--- src/rtl/free_list_pkg.sv ---
// Shared sizes, packet types and pointer helpers for the physical-register free list.
package free_list_pkg;

    localparam int NUM_PR   = 64;
    localparam int NUM_FL   = 32;
    localparam int PR_W     = $clog2(NUM_PR);
    localparam int FL_IDX_W = $clog2(NUM_FL);
    localparam int FL_PTR_W = FL_IDX_W + 1;

    typedef logic [PR_W-1:0]     pr_t;
    typedef logic [FL_PTR_W-1:0] fl_ptr_t;
    typedef logic [FL_IDX_W-1:0] fl_idx_t;

    typedef struct packed {
        logic    dispatch_en;
        logic    retire_en;
        pr_t     t_old_in;
        logic    rollback_en;
        fl_ptr_t rollback_head;
    } free_list_packet_in_t;

    typedef struct packed {
        pr_t     t_out;
        logic    t_valid;
        fl_ptr_t head_out;
        fl_ptr_t free_count;
    } free_list_packet_out_t;

    // After reset the list holds every PR above the architectural ones: 32..63.
    localparam fl_ptr_t HEAD_RST   = '0;
    localparam fl_ptr_t TAIL_RST   = fl_ptr_t'(NUM_FL);
    localparam fl_ptr_t FULL_COUNT = fl_ptr_t'(NUM_FL);
    localparam fl_ptr_t PTR_ONE    = fl_ptr_t'(1);

    function automatic pr_t reset_entry(input int i);
        return pr_t'(NUM_FL + i);
    endfunction

    // Wrap bit makes tail - head an unambiguous 0..32 occupancy.
    function automatic fl_ptr_t occupancy(input fl_ptr_t tail, input fl_ptr_t head);
        return tail - head;
    endfunction

    function automatic fl_idx_t ptr_idx(input fl_ptr_t p);
        return p[FL_IDX_W-1:0];
    endfunction

endpackage

--- src/rtl/free_list.sv ---
// Circular free list of physical registers: pop at dispatch, push at retire,
// head restore on branch rollback, sticky flag on push while full.
module free_list
    import free_list_pkg::*;
(
    input  logic                clk_i,
    input  logic                rst_n_i,
    input  logic                en_i,
    input  logic                dispatch_en_i,
    input  logic                retire_en_i,
    input  logic [PR_W-1:0]     t_old_in_i,
    input  logic                rollback_en_i,
    input  logic [FL_PTR_W-1:0] rollback_head_i,
    output logic [PR_W-1:0]     t_out_o,
    output logic                t_valid_o,
    output logic [FL_PTR_W-1:0] head_out_o,
    output logic [FL_PTR_W-1:0] free_count_o,
    output logic                overflow_err_o
);

    free_list_packet_in_t  pkt_in;
    free_list_packet_out_t pkt_out;

    pr_t     entries_q [NUM_FL];
    pr_t     entries_d [NUM_FL];
    fl_ptr_t head_q, head_d;
    fl_ptr_t tail_q, tail_d;
    logic    overflow_q, overflow_d;

    fl_ptr_t count;
    logic    empty;
    logic    full;
    logic    do_pop;
    logic    do_push;
    logic    push_rejected;

    assign pkt_in.dispatch_en   = dispatch_en_i;
    assign pkt_in.retire_en     = retire_en_i;
    assign pkt_in.t_old_in      = t_old_in_i;
    assign pkt_in.rollback_en   = rollback_en_i;
    assign pkt_in.rollback_head = rollback_head_i;

    // Push and pop both judge against pre-edge occupancy, so there is no bypass.
    always_comb begin
        count         = occupancy(tail_q, head_q);
        empty         = (count == '0);
        full          = (count == FULL_COUNT);
        do_pop        = en_i && pkt_in.dispatch_en && !empty && !pkt_in.rollback_en;
        do_push       = en_i && pkt_in.retire_en && !full;
        push_rejected = en_i && pkt_in.retire_en && full;
    end

    always_comb begin
        head_d     = head_q;
        tail_d     = tail_q;
        entries_d  = entries_q;
        overflow_d = overflow_q | push_rejected;

        if (en_i && pkt_in.rollback_en) begin
            head_d = pkt_in.rollback_head;
        end else if (do_pop) begin
            head_d = head_q + PTR_ONE;
        end

        if (do_push) begin
            entries_d[ptr_idx(tail_q)] = pkt_in.t_old_in;
            tail_d                     = tail_q + PTR_ONE;
        end
    end

    always_ff @(posedge clk_i or negedge rst_n_i) begin
        if (!rst_n_i) begin
            for (int i = 0; i < NUM_FL; i++) begin
                entries_q[i] <= reset_entry(i);
            end
            head_q     <= HEAD_RST;
            tail_q     <= TAIL_RST;
            overflow_q <= 1'b0;
        end else begin
            entries_q  <= entries_d;
            head_q     <= head_d;
            tail_q     <= tail_d;
            overflow_q <= overflow_d;
        end
    end

    always_comb begin
        pkt_out.t_out      = entries_q[ptr_idx(head_q)];
        pkt_out.t_valid    = !empty;
        pkt_out.head_out   = head_q;
        pkt_out.free_count = count;
    end

    assign t_out_o        = pkt_out.t_out;
    assign t_valid_o      = pkt_out.t_valid;
    assign head_out_o     = pkt_out.head_out;
    assign free_count_o   = pkt_out.free_count;
    assign overflow_err_o = overflow_q;

endmodule
--- config.mk ---
export PLATFORM = sky130hd
export DESIGN_NAME = free_list
export DESIGN_NICKNAME = d
export VERILOG_FILES = /design/src/rtl/free_list_pkg.sv /design/src/rtl/free_list.sv
export SDC_FILE = /design/constraint.sdc
export NUM_CORES = 1
export LEC_CHECK = 0
export BUFFER_PORTS_ARGS = -buffer_cell sky130_fd_sc_hd__clkbuf_2
export CAP_MARGIN = 20
export CELL_PAD_IN_SITES_DETAIL_PLACEMENT = 1
export CELL_PAD_IN_SITES_GLOBAL_PLACEMENT = 1
export CORE_MARGIN = 3
export CORE_UTILIZATION = 55
export CTS_CLUSTER_SIZE = 24
export DETAILED_ROUTE_END_ITERATION = 7
export PLACE_DENSITY = 0.92
export REMOVE_ABC_BUFFERS = 1
export SETUP_SLACK_MARGIN = 0.05
export SLEW_MARGIN = 40
export SYNTH_ARGS = -nofsm -noshare
export SYNTH_HDL_FRONTEND = slang
export SYNTH_SLANG_ARGS = --single-unit
--- constraint.sdc ---
create_clock -name clk_i -period 8.1 [get_ports clk_i]
set_input_delay 0.405 -clock clk_i [delete_from_list [all_inputs] [get_ports clk_i]]
set_output_delay 0.405 -clock clk_i [all_outputs]
set_load 0.03 [all_outputs]
==> reports/metrics.cfg <==
[outcome]
outcome=completed

[routing]
wl_um=29940
wl_per_cell_um=31.29
ant_nets=0
firstDrtPassIters=5
vias=6200
via_per_inst=6.479
drc=0
drt_iter0_markers=494

[timing]
rsz0062_at_grt=false
fin_setup_tns_ns=0
hold_viol=0
fin_crit_sh=0.5102
min_period_ns=4.132
setup_viol_count_final=0
maxSlewViolCount=0
max_slew_margin=0.4243
skew_ns=0.01636
worstMarginPinSlew_ns=0.8635
fmax_mhz=242.0

[synthesis]
yosys_warnings=0
ys_seq_area_frac=0.4911
synthFlopType=dfstp_2
synth_top_family_by_area=multiplexers
synth_mux_area_frac=0.3733
synth_simple_gate_area_share=0.07484
synth_cell_types=48
synthCells=662
synth.avg_cell_area_um2=16.21
synth-async-reset-ratio=1.000
synth_compound_area_frac=0.01399
synth_edf_count=0
synth_fa_ha_area_frac=0.01352
syn_area_mm2=0.01073
synth_seq_cells=205
synth_xor_area_frac=0.008160

[placed_design]
gp_congestion=0.8599
port_buffers=37
place_hpwl_um=17930

[die]
die_h_um=145.7
die_w_um=145.7
core_region_area_mm2=0.01896
rows=50
start_util=0.5662
io_pins=38
dieArea_mm2=0.02123

[layout]
layout_common_cells=mux2_4, dfstp_2, dfrtp_1
syn2layout_area_growth_pct=10.71
fill_cells=1678
final_net_count=710
regArea_mm2=0.005276
diodes=0
multi_input_area_mm2=0.005200
drive_gt1_frac=0.6241
final_common_cell=mux2_4

[grt]
grt_start_max_net_pins=138
grt_pass1_vias=7036
gr-total-overflow=0
grt_pass1_wl_um=46750
grt_util_all_layers=0.2848
antenna_found_initial=0

[setup_path]
arrival_ns=4.52
startpoint_type=flip-flop
cp-end-kind=flip-flop
cp_cell_sequence=clkinv_1 > ha_1 > nor4_1 > mux2i_1 > a211oi_4 > buf_6 > or3_1 > mux2_1
path_delay_family=buffers and inverters
worstPathRequired_ns=8.49
path_class=reg2reg
cp.buffers_inverters=2
cpPeakStageDelay_ns=0.65
critical_path.max_fanout=38
slowest_stage=ha_1

[pwr]
p_total_uw=4733
vdd_drop_max_uv=171.4
powerDensity_mw_per_mm2=398.3
p_leak_uw=0.004919

[clocking]
tritoncts=done
insertion_delay_ns=0.51
htree_levels=1
path_clk_slew_ns=0.07
cts.sinks=205
cts_root_buffer=clkbuf_16
cts_setup_buffers=0
cts_buffer_depth=3
numCtsBuffers=22

[min_path]
hold_class=in2reg

[run]
maxCapViolCount=0

==> cell type report <==
cell class / instances / share of cell area
flip-flops and latches: 205 / 0.4440
multi-input cells: 400 / 0.4376
clock buffers: 35 / 0.06181
well taps: 260 / 0.02738
repair buffers: 42 / 0.02159
clock inverters: 5 / 0.004422
inverters: 10 / 0.003159
==> metrics by stage <==
stage / instances / utilization / setup slack (ns) / area, um^2 / hold slack (ns)
6_report: 957 / 0.6269 / 3.968 / 11880 / 0.1717
5_1_grt: 957 / 0.6269 / 3.697 / 11880 / 0.1778
4_1_cts: 957 / 0.6263 / 3.968 / 11870 / 0.1664
3_5_place_dp: 916 / 0.5842 / 4.183 / 11070 / 0.4603
3_3_place_gp: 916 / 0.5836 / 4.384 / 11060 / 0.4622
2_1_floorplan: 615 / - / 0.5313 / 10500 / 0.1094
==> synth_stat cells (2+ instances only) <==
master      n  area [um^2]
dfrtp_1    92         2302
ha_1       10        125.1
mux2i_1     2        20.02
nand2_2     2        12.51
nor3_2      4        40.04
nand4_1     5        31.28
and2_1      3        18.77
mux2_2     25        281.5
nor2_1     11        41.29
buf_2       9        45.04
nand2_1    29        108.9
mux2_1     49        551.8
clkbuf_1   33        123.9
a31o_2      2        17.52
mux4_2     60         1351
buf_12      2        40.04
mux2_4    120         1802
a21oi_1     5        25.02
a221o_1     2        20.02
nor3_1      2        10.01
nand3_1     9        45.04
xor2_1      5        43.79
nand2b_1    2        12.51
nor4_1      2        12.51
xnor2_1     5        43.79
nand3b_1    2        15.01
dfstp_2   113         2969
inv_1       9        33.78
nor3_4     24        390.4
or3_1       6        37.54
==> path summary, 6_finish.rpt <==
path	from	slack, ns	to	cells after the start
max in group asynchronous	rst_n_i	6.51	entries_q[51]	3
min in group asynchronous	rst_n_i	0.47	entries_q[184]	2
min reg2reg	entries_q[114]	0.50	entries_q[114]	1
max	head_out_o[4]	3.97	entries_q[148]	8
max reg2reg	head_out_o[4]	3.97	entries_q[148]	8
min	rollback_head_i[1]	0.17	head_out_o[1]	3
==> worst min-delay path: cells and delay by family <==
family | cells | cell delay [ns]
AOI/OAI and AO/OA | 1 | 0.10
buffers and inverters | 1 | 0.08
and+or+nand+nor | 1 | 0.05
==> registers in the layout (all words and copies together), names as in the netlist <==
signal	count
entries_q	192
overflow_err_o	1
head_out_o	6
tail_q	6
==> cell families (layout without fill, tap and decap cells) <==
kind of cell / after synthesis / count (layout)
and+or+nand+nor: 105 / 105
xor gates and xnor gates: 10 / 10
AOI/OAI and AO/OA: 18 / 18
muxes: 256 / 256
DFF: 205 / 205
buffers and inverters: 57 / 92
adders and majority gates: 11 / 11
==> repair_timing <==
item,4_1_cts,5_1_grt
hold endpoints to repair,60,0
hold buffers,1,0
setup endpoints to repair,0,0
resized for setup,0,0
==> power by group <==
group	switching, uW	internal [uW]
Sequential	322	1540
Combinational	943	844
Clock	425	654
Total	1690	3040
==> per-layer routing <==
| layer | GRT usage | vias to the layer above | routed length [um] |
|---|---|---|---|
| met5 | 0 | - | 0 |
| met1 | 0.3815 | 3365 | 12080 |
| li1 | - | 2497 | - |
| met4 | 0.09449 | 0 | 1209 |
| met2 | 0.4838 | 254 | 15030 |
| met3 | 0.03955 | 84 | 1629 |
(Power assumes the default switching activity.)
